==> src/rtl/muldiv_sequencer.sv <==
// muldiv_sequencer: runs one MULT/DIV request at a time on the multi-cycle
// multiplier/divider units, then issues one HI/LO write and a done pulse.
// A zero divisor is rejected in IDLE, before any unit is started.
// A flush from the exception path aborts the operation and resets the units.
// Optional feature macro: MULDIV_WATCHDOG_EN. When it is defined, an
// operation whose unit never reports done is aborted after TIMEOUT RUN cycles.
module muldiv_sequencer #(
  parameter int TIMEOUT = 40,
  parameter int TCW     = 6
) (
  input  logic        clock,
  input  logic        reset,
  input  logic        start,
  input  logic        op,
  input  logic [31:0] rs_val,
  input  logic [31:0] rt_val,
  input  logic        flush,
  input  logic        mult_done,
  input  logic        div_done,
  output logic [31:0] opa,
  output logic [31:0] opb,
  output logic        mult_init,
  output logic        mult_ctrl,
  output logic        div_init,
  output logic        div_ctrl,
  output logic        unit_rst,
  output logic        hilo_we,
  output logic        hilo_sel,
  output logic        busy,
  output logic        done,
  output logic        div_zero,
  output logic        timeout_err
);

  typedef enum logic [2:0] {
    S_IDLE  = 3'd0,
    S_INIT  = 3'd1,
    S_RUN   = 3'd2,
    S_WRITE = 3'd3,
    S_ABORT = 3'd4
  } state_t;

  state_t      r_state;
  state_t      w_state_next;
  logic [31:0] r_opa;
  logic [31:0] r_opb;
  logic        r_hilo_sel;
  logic        r_mult_init;
  logic        r_mult_ctrl;
  logic        r_div_init;
  logic        r_div_ctrl;
  logic        r_unit_rst;
  logic        r_hilo_we;
  logic        r_busy;
  logic        r_done;
  logic        r_div_zero;

  logic        w_accept;
  logic        w_div_by_zero;
  logic        w_sel_next;
  logic        w_sel_done;
  logic        w_timeout;

`ifdef MULDIV_WATCHDOG_EN
  logic [TCW-1:0] r_run_cnt;
  logic           r_timeout_err;
`endif

  // Requests are only taken in IDLE; a zero divisor is refused immediately.
  assign w_accept      = (r_state == S_IDLE) && start;
  assign w_div_by_zero = w_accept && op && (rt_val == 32'd0);
  assign w_sel_next    = w_accept ? op : r_hilo_sel;
  // Only the selected unit's done flag is looked at.
  assign w_sel_done    = r_hilo_sel ? div_done : mult_done;

  // Next-state decode; flush wins over a same-cycle done or timeout.
  always_comb begin
    w_state_next = r_state;
    w_timeout    = 1'b0;
    case (r_state)
      S_IDLE: begin
        if (w_accept && !w_div_by_zero) begin
          w_state_next = S_INIT;
        end
      end
      S_INIT: begin
        w_state_next = flush ? S_ABORT : S_RUN;
      end
      S_RUN: begin
        if (flush) begin
          w_state_next = S_ABORT;
        end else if (w_sel_done) begin
          w_state_next = S_WRITE;
        end
`ifdef MULDIV_WATCHDOG_EN
        else if (r_run_cnt == TCW'(TIMEOUT - 1)) begin
          w_state_next = S_ABORT;
          w_timeout    = 1'b1;
        end
`endif
      end
      S_WRITE: begin
        w_state_next = flush ? S_ABORT : S_IDLE;
      end
      S_ABORT: begin
        w_state_next = S_IDLE;
      end
      default: begin
        w_state_next = S_IDLE;
      end
    endcase
  end

  // State register, operand latches and outputs registered from the next state.
  always_ff @(posedge clock) begin
    if (!reset) begin
      r_state     <= S_IDLE;
      r_opa       <= 32'd0;
      r_opb       <= 32'd0;
      r_hilo_sel  <= 1'b0;
      r_mult_init <= 1'b0;
      r_mult_ctrl <= 1'b0;
      r_div_init  <= 1'b0;
      r_div_ctrl  <= 1'b0;
      r_unit_rst  <= 1'b0;
      r_hilo_we   <= 1'b0;
      r_busy      <= 1'b0;
      r_done      <= 1'b0;
      r_div_zero  <= 1'b0;
    end else begin
      r_state <= w_state_next;
      if (w_accept) begin
        r_opa      <= rs_val;
        r_opb      <= rt_val;
        r_hilo_sel <= op;
      end
      r_mult_init <= (w_state_next == S_INIT) && !w_sel_next;
      r_div_init  <= (w_state_next == S_INIT) && w_sel_next;
      r_mult_ctrl <= (w_state_next == S_RUN) && !w_sel_next;
      r_div_ctrl  <= (w_state_next == S_RUN) && w_sel_next;
      r_unit_rst  <= (w_state_next == S_ABORT);
      r_hilo_we   <= (w_state_next == S_WRITE);
      r_done      <= (w_state_next == S_WRITE);
      r_busy      <= (w_state_next != S_IDLE);
      r_div_zero  <= w_div_by_zero;
    end
  end

`ifdef MULDIV_WATCHDOG_EN
  // RUN-cycle counter: cleared on entry to INIT, saturating while in RUN.
  always_ff @(posedge clock) begin
    if (!reset) begin
      r_run_cnt     <= '0;
      r_timeout_err <= 1'b0;
    end else begin
      if (w_state_next == S_INIT) begin
        r_run_cnt <= '0;
      end else if (r_state == S_RUN && r_run_cnt != {TCW{1'b1}}) begin
        r_run_cnt <= r_run_cnt + 1'b1;
      end
      r_timeout_err <= w_timeout;
    end
  end

  assign timeout_err = r_timeout_err;
`else
  logic w_unused_cfg;
  assign w_unused_cfg = ^{TIMEOUT[0], TCW[0], w_timeout};
  assign timeout_err  = 1'b0;
`endif

  assign opa       = r_opa;
  assign opb       = r_opb;
  assign hilo_sel  = r_hilo_sel;
  assign mult_init = r_mult_init;
  assign mult_ctrl = r_mult_ctrl;
  assign div_init  = r_div_init;
  assign div_ctrl  = r_div_ctrl;
  assign unit_rst  = r_unit_rst;
  assign busy      = r_busy;
  assign div_zero  = r_div_zero;
  // A flush arriving during WRITE cancels that cycle's HI/LO write and done.
  assign hilo_we   = r_hilo_we & ~flush;
  assign done      = r_done & ~flush;

endmodule

==> config.mk <==
export PLATFORM = sky130hd
export DESIGN_NAME = muldiv_sequencer
export DESIGN_NICKNAME = d
export VERILOG_FILES = /design/src/rtl/muldiv_sequencer.sv
export SDC_FILE = /design/constraint.sdc
export NUM_CORES = 1
export LEC_CHECK = 0
export CAP_MARGIN = 20
export CELL_PAD_IN_SITES_DETAIL_PLACEMENT = 1
export CELL_PAD_IN_SITES_GLOBAL_PLACEMENT = 1
export CORE_MARGIN = 4
export CORE_UTILIZATION = 28
export CTS_CLUSTER_DIAMETER = 200
export CTS_CLUSTER_SIZE = 20
export DETAILED_ROUTE_END_ITERATION = 8
export GPL_TIMING_DRIVEN = 0
export HOLD_SLACK_MARGIN = 0.03
export PLACE_DENSITY_LB_ADDON = 0.1
export SLEW_MARGIN = 20
export SYNTH_ARGS = -nofsm -noshare
export SYNTH_HDL_FRONTEND = slang
export SYNTH_SLANG_ARGS = --single-unit
==> constraint.sdc <==
create_clock -name clock -period 1.81 [get_ports clock]
set_clock_uncertainty 0.1 [all_clocks]
set_input_delay 0.2715 -clock clock [delete_from_list [all_inputs] [get_ports clock]]
set_output_delay 0.2715 -clock clock [all_outputs]
set_load 0.005 [all_outputs]
# == Word level (Yosys, flattened, before mapping) ==
# Index checks and enable logic that the tools add are counted.
# totals
reg_bits,76
# op_classes
mux,8
bitwise,2
reduce_logical,13
n_eq_ne,7
# op_table
cell,count
32-bit logical NOT,1
3-bit 2-to-1 mux,5
3-bit by 2-bit equality test with 1-bit output (second input constant),4
3-bit one-hot mux with 4 select lines,1
1-bit logical AND,8
3-bit by 1-bit equality test with 1-bit output (second input constant),2
3-bit equality test (second input constant),1
3-bit logical NOT,1
3-bit nonzero test,1
1-bit logical NOT,2
1-bit 2-to-1 mux,2
1-bit AND,1
1-bit inverter,1

# == Longest topological paths before layout ==
# Gate-level depths: netlist of run 1.
# logic_depth
word_depth,10
mapped_depth,5

# == Worst setup path before layout of run 1 ==
# Ideal clock, no wire load.
# synth_timing
path_type,register to register
start,reg r_state[0]
end,reg r_div_ctrl (netlist: div_ctrl)
period_less_slack_ns,1.609
setup_time_ns,0.115
path_stages_with_launch,6
arrival_ns,1.393
setup_slack_ns,0.201
path_cell_list,dfxtp_1 or4b_4 buf_6 o31ai_2 o31ai_1 and3_1
# synth_via
elab_chain_len,10
elab_cells_between_ends,16
classes_between,eq/ne (4); mux (5); reduce/logical (7)
# synth_lines
item,line,text
start: declaration,43,state_t r_state;
start signal: assignment,131,r_state <= w_state_next;
3-bit logical NOT,"70, 80",
1-bit logical AND,70,assign w_accept = (r_state == S_IDLE) && start;
1-bit logical AND (2 in a row),71,assign w_div_by_zero = w_accept && op && (rt_val == 32'd0);
1-bit logical NOT,82,if (w_accept && !w_div_by_zero) begin
1-bit logical AND,82,
3-bit 2-to-1 mux,82,
3-bit one-hot mux with 4 select lines,80,case (r_state)
3-bit by 2-bit equality test with 1-bit output,140,r_div_ctrl <= (w_state_next == S_RUN) && w_sel_next;
1-bit logical AND (*),140,
end signal: assignment,140,
end: declaration,51,logic r_div_ctrl;
# Every way passes the cells marked *; elsewhere a longest branch is shown, timed or not.
# A chain may end at the register's enable or synchronous reset.

# == Final worst setup path of run 1 ==
# Same ends and word-level chain as after synthesis.

==> summary.md, run 1 <==
| Metric | Value |
|---|---|
| Avg Vias per Cell | `~4.5` |
| Cell type with the largest total area after synthesis | `dfxtp_1` |
| Vias in the first global route | `2906` |
| Req. time, crit path | `1960 ps` |
| Grt met1 use | `about a fifth` |
| Area contributors post-synth | `dfxtp_1, nand2_1, a21boi_0` |
| First-pass GRT wire length | `about 15 mm` |
| CTS clk-pin slew, worst paths | `80 ps` |
| Initial Utilization | `29.1%` |
| Share of cells above drive strength 1 | `9.56%` |
| Final min period | `roughly 1700 ps` |
| GRT Overall Usage | `around 16%` |
| Final Hold Viols | `0` |
| Area delta synth->final | `66.8%` |
| Total power | `3910 uW` |
| Worst setup EP type | `register` |
| H-Tree Depth | `3` |
| Pre-antenna DRT Iters | `4` |
| Leak Pwr | `0.00179 uW` |
| Final HPWL DP | `between 7 and 8 mm` |
| # DRC | `0` |
| Mapped Nets | `407` |
| Routability cong. | `roughly 0.7` |
| TritonCTS clock tree | `yes` |
| Max FO, Critical Path | `10` |
| Port Buffers | `144` |
| # hold bufs at CTS | `0` |
| Via count | `2841` |
| I/O pins | `146` |
| Critical path startpoint category | `register` |
| Flop-to-flop setup slack | `90 ps` |
| Fin nets | `between 500 and 600` |
| Gr busiest metal | `met2` |
| Synthesized instance count | `336` |
| Antenna-violating nets left | `0` |
| Share of the synthesized area in the top cell type | `53.1%` |
| Final-report max-slew violation count | `0` |
| DIE HEIGHT | `109 um` |
| GR Util met3 | `~6%` |
| Hold path start | `flush` |
| Number of fill cells | `1166` |
| Pwr dens | `818 mW/mm^2` |
| Clock root buffer | `clkbuf_8` |
| R2R cell count | `5` |
| WL per Instance | `15.1 um` |
| Placed cell areas | `0.00448 mm^2` |
| Final instance area | `0.00478 mm^2` |
| Pin count of the biggest net entering global routing | `14` |
| Final setup vio count | `0` |
| Crit Reg-Reg Startpoint | `r_state[0]` |
| Peak supply drop | `0.394 mV` |
| Chip Width | `109 um` |
| Core Area | `0.00986 mm^2` |
| Post-Syn Area | `0.00287 mm^2` |
| Hold path cells | `3` |
| Remaining global-route overflow | `0` |
| Yosys cell types | `26` |
| Crit share post-route | `95.0%` |
| Hold Crit Endpoint | `r_state[2]` |
| GR Util met2 | `26.2%` |
| Crit Path Class | `register to register` |
| Seq cells post-synth | `76` |
| Sequential area share after synthesis | `between 50% and 60%` |
| Worst hold path type | `input port to register` |
| Initial DRC count | `roughly 70` |
| TritonCTS Buffers | `9` |
| RSZ-0062 raised after global routing | `false` |
| Outcome | `complete, no violations` |
| Worst-skew pair later-pin latency | `340 ps` |
| Max-Cap Viols | `0` |
| Total Wirelength | `9.61 mm` |
| Row count | `36` |
| Clock tree buffer depth | `2` |
| Die area | `0.0119 mm^2` |
| Num Clock Sinks | `76` |
| Max Freq | `582 MHz` |
| Initial antenna violation count | `0` |
| Setup TNS Final | `0 ps` |
| YS warnings | `0` |
| Number of diodes | `0` |
| Data arrival, critical path | `1870 ps` |
| Reg2reg end | `div_ctrl` |
| Avg Cell Area, Syn | `8.53 um^2` |
-- repair_timing --
action / 4_1_cts / 5_1_grt
setup endpoints to repair: 42 / 59
pin swaps: 2 / 1
gates resized for setup: 3 / 20
buffers inserted: 4 / 2
-- cells in the final DEF, fill, tap and decap left out, types with 2 or more instances in the layout --
master and instances:
clkdlybuf4s50_1 142, nand2_1 133, dfxtp_1 73, a21boi_0 58
clkbuf_8 10, buf_4 9, clkbuf_1 8, a21boi_1 7
buf_2 6, nor2_1 6, nor3_1 4, nor4_1 4
nor4_2 4, clkbuf_4 3, clkbuf_2 3, and3_1 3
clkinvlp_4 3, dfxtp_2 3, inv_1 2, nand4_1 2
o31ai_1 2
-- state kept, by name (all words and copies together) (netlist names) --
name	flops
hilo_sel	1
opb	32
div_init	1
unit_rst	1
opa	32
r_state	3
div_zero	1
r_done	1
busy	1
mult_init	1
mult_ctrl	1
div_ctrl	1
-- synth_stat cells --
library cell  count
or4b_4            1
dfxtp_1          76
buf_2            10
nand2b_1          1
xnor2_1           1
o31ai_1           2
conb_1            1
nand4_1           2
nor4_1            8
buf_6             1
o31ai_2           1
nor2_1            6
a21boi_1          7
nor4b_2           1
clkbuf_1         10
nand2_1         133
a21boi_0         58
mux2i_1           1
and3_1            3
o21ai_0           1
nor2b_1           2
nor3_1            4
inv_1             2
nand3_1           1
o22ai_1           1
buf_4             2
-- power by group --
part / internal [uW] / switching, uW / total [uW]
Combinational: 436 / 303 / 739
Sequential: 1780 / 60.0 / 1840
Clock: 678 / 654 / 1330
Total: 2900 / 1020 / 3910
-- metal layers --
| layer | up-vias | share of wire (%) |
|---|---|---|
| li1 | 1425 | - |
| met1 | 1313 | 44 |
| met2 | 91 | 47 |
| met3 | 12 | 7.8 |
| met4 | 0 | 1.6 |
| met5 | - | 0 |
-- final cells by class --
cell class	count	area, um^2	share of cell area (%)
Sequential cell	76	1530	31.9
Timing Repair Buffer	150	1490	31.1
Multi-Input combinational cell	235	1270	26.5
Tap cell	133	166	3.48
Clock buffer	11	141	2.96
Buffer	23	128	2.67
Clock inverter	5	61.3	1.28
Inverter	2	7.51	0.157
-- worst max-delay path, cell delays in order (launching register included) --
cell and delay (ps):
dfxtp_2 380, or4b_4 570, buf_6 160, o31ai_2 100
o31ai_1 130, and3_1 180
-- metrics by stage --
step | instances | setup slack (ps) | hold slack [ps] | util (%)
2_1_floorplan | 336 | 201 | 244 | -
3_3_place_gp | 613 | -403 | 341 | 45.4
3_5_place_dp | 613 | -411 | 348 | 45.4
4_1_cts | 633 | 3.62 | 295 | 47.8
5_1_grt | 635 | 7.24 | 331 | 48.5
6_report | 635 | 90.7 | 332 | 48.5
-- kinds of logic (layout without fill, tap and decap cells) --
logic type	count (synthesis)	in the layout	share of synthesized area [%]
mux	1	1	0.349
flops	76	76	53.1
other cells	1	1	0.131
xor+xnor	1	1	0.305
simple gates	162	162	23.6
buf+inv	25	191	4.23
compound gates	70	70	18.4
-- how the worst max path moves through the flow --
stage          startpoint        to  slack [ps]  cells past startpoint
5_1_grt        rt_val[19]      busy           7                      6
3_5_place_dp   rt_val[15]      busy        -410                      5
2_1_floorplan  r_state[0]  div_ctrl         200                      5
4_1_cts        r_state[0]   opa[29]           4                      5
6_report       r_state[0]  div_ctrl          90                      5
3_3_place_gp    rt_val[7]      busy        -400                      5
(Power assumes the default switching activity.)
==> run 2, diff against run 1 <==
--- a/config.mk
+++ b/config.mk
@@ -8,11 +8,13 @@
 export CAP_MARGIN = 20
 export CELL_PAD_IN_SITES_DETAIL_PLACEMENT = 1
 export CELL_PAD_IN_SITES_GLOBAL_PLACEMENT = 1
+export CORE_ASPECT_RATIO = 1.75
 export CORE_MARGIN = 4
-export CORE_UTILIZATION = 28
+export CORE_UTILIZATION = 43
 export CTS_CLUSTER_DIAMETER = 200
 export CTS_CLUSTER_SIZE = 20
 export DETAILED_ROUTE_END_ITERATION = 8
+export DONT_BUFFER_PORTS = 1
 export GPL_TIMING_DRIVEN = 0
 export HOLD_SLACK_MARGIN = 0.03
 export PLACE_DENSITY_LB_ADDON = 0.1
==> summary.md, run 2 (synthesis gave the netlist of run 1 again) <==
| Metric | Value |
|---|---|
| Clock root buffer | `clkbuf_16` |
| Number of fill cells | `748 (-36%)` |
| Port Buffers | `0 (-100%)` |
| Req. time, crit path | `1930 ps (-30 ps)` |
| I/O pins | `146 (unchanged)` |
| Leak Pwr | `0.00153 uW (-14%)` |
| Clock tree buffer depth | `2 (unchanged)` |
| Crit Reg-Reg Startpoint | `r_state[0]` |
| Initial DRC count | `73 (+2.8%)` |
| H-Tree Depth | `3 (unchanged)` |
| GR Util met3 | `9.90% (+3.9 points)` |
| Pre-antenna DRT Iters | `4 (unchanged)` |
| Critical path startpoint category | `register` |
| Pin count of the biggest net entering global routing | `12 (-2)` |
| Area delta synth->final | `37.9%` |
| Data arrival, critical path | `1840 ps (-30 ps)` |
| Total power | `4020 uW (+2.7%)` |
| Core Area | `0.00649 mm^2 (-34%)` |
| Vias in the first global route | `2894 (-0.41%)` |
| TritonCTS clock tree | `yes` |
| Storage cell area | `0.00153 mm^2 (about the same)` |
| Max Freq | `583 MHz (+0.16%)` |
| Hold Crit Endpoint | `r_state[1]` |
| Final setup vio count | `0 (unchanged)` |
| Setup WS pre-CTS | `-62.0 ps (+349 ps)` |
| Switch share | `24.0% (-1.9 points)` |
| Max-Cap Viols | `0 (unchanged)` |
| Chip Width | `69.7 um (-36%)` |
| CTS clk-pin slew, worst paths | `50 ps (-30 ps)` |
| Gr busiest metal | `met2` |
| Flop-to-flop setup slack | `90 ps (about the same)` |
| TritonCTS Buffers | `9 (unchanged)` |
| Final Hold Viols | `0 (unchanged)` |
| GRT Overall Usage | `23.2% (+7.0 points)` |
| Max FO, Critical Path | `10 (unchanged)` |
| Final-report max-slew violation count | `0 (unchanged)` |
| Switching power | `966 uW (-5.0%)` |
| Remaining global-route overflow | `0 (unchanged)` |
| Initial Utilization | `44.2% (+15 points)` |
| Worst-skew pair later-pin latency | `330 ps (about the same)` |
| Worst setup EP type | `register` |
| Pwr dens | `1020 mW/mm^2 (+24%)` |
| GR Util met2 | `41.5% (+15 points)` |
| Die area | `0.00809 mm^2 (-32%)` |
| Avg Vias per Cell | `5.31 (+19%)` |
| Crit Path Class | `register to register` |
| Row count | `39 (+8.3%)` |
| Setup TNS Final | `0 ps (unchanged)` |
| Setup Fix Bufs, Post-CTS | `0 (-4)` |
| RSZ-0062 raised after global routing | `false` |
| WL per Instance | `18.1 um (+20%)` |
| Total Wirelength | `9.08 mm (-5.5%)` |
| Final min period | `1720 ps (-2.70 ps)` |
| Outcome | `complete, no violations` |
| Most frequent cells in the layout | `nand2_1, dfxtp_1, dlygate4sd3_1, a21boi_0, clkbuf_1` |
| Crit share post-route | `94.8% (-0.15 points)` |
| Via count | `2658 (-6.4%)` |
| Final HPWL DP | `5.95 mm (-17%)` |
| DIE HEIGHT | `116 um (+6.3%)` |
| Final WS setup | `93.4 ps (+2.70 ps)` |
| Routability cong. | `0.743 (+3.3%)` |
| Reg2reg end | `div_ctrl` |
| Area of the multi-input gates | `0.00123 mm^2 (-2.6%)` |
| Internal power | `3050 uW (+5.4%)` |
| Worst hold path type | `input port to register` |
| R2R cell count | `5 (unchanged)` |
| Initial antenna violation count | `0 (unchanged)` |
| Grt met1 use | `22.6% (+2.9 points)` |
| Hold path start | `flush` |
| Clk network pwr share | `41.8% (+7.8 points)` |
| # DRC | `0 (unchanged)` |
| Commonest non-fill, non-tap cell in the layout | `nand2_1` |
| Hold path cells | `3 (unchanged)` |
| Share of cells above drive strength 1 | `7.88% (-1.7 points)` |
| Num Clock Sinks | `76 (unchanged)` |
| Number of diodes | `0 (unchanged)` |
| First-pass GRT wire length | `14.6 mm (-2.3%)` |
| Antenna-violating nets left | `0 (unchanged)` |
| Fin nets | `485 (-15%)` |
| Sequential share of power | `46.9% (-0.2 points)` |
| Peak supply drop | `0.715 mV (+81%)` |
| Combinational share of power | `11.3% (-7.6 points)` |
run 2: cell types whose count changed in the layout (fill, tap and decap cells not counted), moves of 4 or more:
cell | previous run | this run
clkbuf_8 | 10 | 3
nor4_2 | 4 | 0
clkbuf_16 | 0 | 9
nor4_1 | 4 | 8
buf_4 | 9 | 2
dlygate4sd3_1 | 0 | 67
clkdlybuf4s50_1 | 142 | 0
run 2: per-layer routing:
layer	vias up	share of wire (%)
met3	30	8.6
li1	1256	-
met1	1258	34
met2	114	53
met5	-	0
met4	0	3.8
run 2: what timing repair did:
item,4_1_cts,5_1_grt
endpoints found under the setup margin,31,54
pin swaps,0,1
hold buffers,67,0
resized for setup,1,14
endpoints found under the hold margin,70,0
run 2: cell type report:
cell class,count,area share [%]
inverters,2,0.190
multi-input cells,235,31.2
flip-flops and latches,76,38.6
well taps,82,2.59
plain buffers,23,3.29
clock buffers,15,7.03
repair buffers,67,17.0
clock inverters,1,0.127
run 2: power groups by stage:
stage	logic, uW	clock network [uW]	registers, uW
detailed placement	319	0	1920
global route	514	1810	1900
global placement	306	0	1920
CTS	444	1720	1890
finish	453	1680	1890
floorplan	246	0	1890
run 2: critical path, stage by stage (launching register included):
cell and delay, ps:
dfxtp_4 370, or4b_4 570, buf_6 160, o31ai_2 90
o31ai_1 140, and3_1 180
run 2: how the worst max path moves through the flow:
stage,from,endpoint,slack [ps],cells past startpoint
2_1_floorplan,r_state[0],div_ctrl,200,5
3_3_place_gp,r_state[0],opb[26],8,5
6_report,r_state[0],div_ctrl,90,5
4_1_cts,r_state[0],opb[26],10,5
5_1_grt,r_state[0],opb[10],2,5
3_5_place_dp,r_state[0],opb[26],-60,5
run 2: metrics by stage:
stage	hold slack (ps)	std cells	instance area, um^2	utilization (%)
2_1_floorplan	244	336	2870	-
3_3_place_gp	246	418	2970	45.8
5_1_grt	46.1	501	3950	60.9
6_report	46.4	501	3950	60.9
4_1_cts	35.7	501	3930	60.6
3_5_place_dp	247	418	2970	45.8
==> run 3, diff against run 2 <==
--- a/config.mk
+++ b/config.mk
@@ -15,9 +15,10 @@
 export CTS_CLUSTER_SIZE = 20
 export DETAILED_ROUTE_END_ITERATION = 8
 export DONT_BUFFER_PORTS = 1
+export GPL_ROUTABILITY_DRIVEN = 0
 export GPL_TIMING_DRIVEN = 0
 export HOLD_SLACK_MARGIN = 0.03
-export PLACE_DENSITY_LB_ADDON = 0.1
+export PLACE_DENSITY = 0.8
 export SLEW_MARGIN = 20
 export SYNTH_ARGS = -nofsm -noshare
 export SYNTH_HDL_FRONTEND = slang
==> summary.md, run 3 (synthesis gave the netlist of run 1 again) <==
| Metric | Value |
|---|---|
| Flop-to-flop setup slack | `80 ps (about the same)` |
| Final WS setup | `84.3 ps (-9.10 ps)` |
| Hold path cells | `3 (unchanged)` |
| Data arrival, critical path | `1830 ps (about the same)` |
| GRT Overall Usage | `24.9% (+1.6 points)` |
| Crit Path Class | `register to register` |
| Req. time, crit path | `1920 ps (about the same)` |
| WL per Instance | `19.4 um (+7.0%)` |
| Die area | `0.00809 mm^2 (unchanged)` |
| Initial DRC count | `118 (+62%)` |
| Chip Width | `69.7 um (unchanged)` |
| Commonest non-fill, non-tap cell in the layout | `nand2_1` |
| Leak Pwr | `0.00151 uW (-1.1%)` |
| Final instance area | `0.00391 mm^2 (-1.1%)` |
| Worst hold path type | `input port to register` |
| # DRC | `0 (unchanged)` |
| Avg Vias per Cell | `5.29 (-0.23%)` |
| Fin util | `60.3% (-0.66 points)` |
| Row count | `39 (unchanged)` |
| Final setup vio count | `0 (unchanged)` |
| Reg2reg end | `opb[8]` |
| Outcome | `complete, no violations` |
| TritonCTS Buffers | `9 (unchanged)` |
| Area delta synth->final | `36.4%` |
| Setup WS pre-CTS | `-38.8 ps (+23.1 ps)` |
| Worst-skew pair later-pin latency | `330 ps (about the same)` |
| Fin Hold WS | `52.1 ps (+5.64 ps)` |
| Final Hold Viols | `0 (unchanged)` |
| Hold path start | `flush` |
| Pin count of the biggest net entering global routing | `11 (-1)` |
| Num Clock Sinks | `76 (unchanged)` |
| DIE HEIGHT | `116 um (unchanged)` |
| Via count | `2636 (-0.83%)` |
| Placed cell areas | `0.00297 mm^2 (unchanged)` |
| I/O pins | `146 (unchanged)` |
| Total Wirelength | `9.65 mm (+6.3%)` |
| Initial Utilization | `44.2% (unchanged)` |
| Final HPWL DP | `6.12 mm (+2.8%)` |
| Fin nets | `487 (+0.41%)` |
| Most frequent cells in the layout | `nand2_1, dfxtp_1, dlygate4sd3_1, a21boi_0` |
| Crit Reg-Reg Startpoint | `r_state[0]` |
| TritonCTS clock tree | `yes` |
| First-pass GRT wire length | `15.4 mm (+5.7%)` |
| Crit share post-route | `95.3% (+0.50 points)` |
| Ordered cell list for the critical path | `or4b_4 > buf_6 > buf_2 > nand2_1 > a21boi_0` |
| Initial antenna violation count | `0 (unchanged)` |
| Worst setup EP type | `register` |
| Max-Cap Viols | `0 (unchanged)` |
| Pre-antenna DRT Iters | `4 (unchanged)` |
| Hold Crit Endpoint | `r_state[1]` |
| Max FO, Critical Path | `10 (unchanged)` |
| Vias in the first global route | `2916 (+0.76%)` |
| Share of cells above drive strength 1 | `7.69% (-0.18 points)` |
| Critical path startpoint category | `register` |
| R2R cell count | `5 (unchanged)` |
| CTS clk-pin slew, worst paths | `50 ps (about the same)` |
| Final-report max-slew violation count | `0 (unchanged)` |
| Pwr dens | `984 mW/mm^2 (-3.2%)` |
| H-Tree Depth | `3 (unchanged)` |
| Max Freq | `579 MHz (-0.53%)` |
| Critical path's slowest cell | `or4b_4` |
| Peak supply drop | `0.658 mV (-8.0%)` |
| Clock tree buffer depth | `2 (unchanged)` |
| Clock root buffer | `clkbuf_16` |
| Antenna-violating nets left | `0 (unchanged)` |
| Remaining global-route overflow | `0 (unchanged)` |
| Critical Path Max Stage Delay | `570 ps (about the same)` |
| Port Buffers | `0 (unchanged)` |
| Final min period | `1730 ps (+9.10 ps)` |
| Number of diodes | `0 (unchanged)` |
| RSZ-0062 raised after global routing | `false` |
| Core Area | `0.00649 mm^2 (unchanged)` |
[run 3: changes by cell type in the layout (fill, tap and decap cells not counted)]
cell      change
buf_4         +3
dfxtp_2       +1
dfxtp_4       -1
clkbuf_8      -3
buf_2         +1
clkbuf_4      -1
a21boi_1      -1
clkbuf_1      -2
a21boi_0      +1
buf_6         -1
[run 3: worst max-delay path by stage]
stage / start / to / slack (ps) / cells after the start
floorplan: r_state[0] / div_ctrl / 200 / 5
global placement: r_state[0] / opb[19] / 1 / 5
detailed placement: r_state[0] / opb[26] / -40 / 5
CTS: r_state[0] / div_ctrl / 30 / 5
global route: r_state[2] / opb[18] / 10 / 5
finish: r_state[0] / opb[8] / 80 / 5
[run 3: per-layer routing]
metal / up-vias / GRT usage [%] / part of all wire [%]
met5: - / 0 / 0
li1: 1255 / - / -
met4: 0 / 11.0 / 2.8
met2: 101 / 46.0 / 56
met3: 24 / 9.29 / 7.2
met1: 1256 / 24.6 / 34
[run 3: cell type report]
| type | instances | area, um^2 |
|---|---|---|
| Clock inverter | 1 | 5.00 |
| Inverter | 2 | 7.51 |
| Multi-Input combinational cell | 235 | 1230 |
| Sequential cell | 76 | 1520 |
| Buffer | 23 | 124 |
| Tap cell | 82 | 103 |
| Timing Repair Buffer | 69 | 686 |
| Clock buffer | 10 | 229 |
| Fill cell | 750 | 2580 |
[run 3: per-stage QoR]
step                      total power, uW  TNS, ps  std cells
after detailed placement             2240    -81.7        418
after CTS                            3870        0        496
final                                3850        0        498
after global routing                 4030        0        498
after floorplan                      2130        0        336
after global placement               2220        0        418
[run 3: worst max-delay path, delay by kind of cell, from the launching register on]
| kind | cells | cell delay (ps) |
|---|---|---|
| buffers and inverters | 2 | 360 |
| DFF | 1 | 380 |
| AOI/OAI and AO/OA | 1 | 100 |
| and+or+nand+nor | 2 | 670 |
[run 3: power breakdown]
part           switching [uW]  leakage, uW  internal (uW)
Combinational             233     0.000774            229
Clock                     611     0.000116            885
Sequential                101     0.000624           1790
[run 3: repair_timing]
action                                  in CTS  in global routing
endpoints found under the setup margin      10                 58
resized for setup                            2                  8
endpoints found under the hold margin       70                  0
pin swaps                                    0                  1
hold buffers                                67                  0
buffers inserted                             0                  2
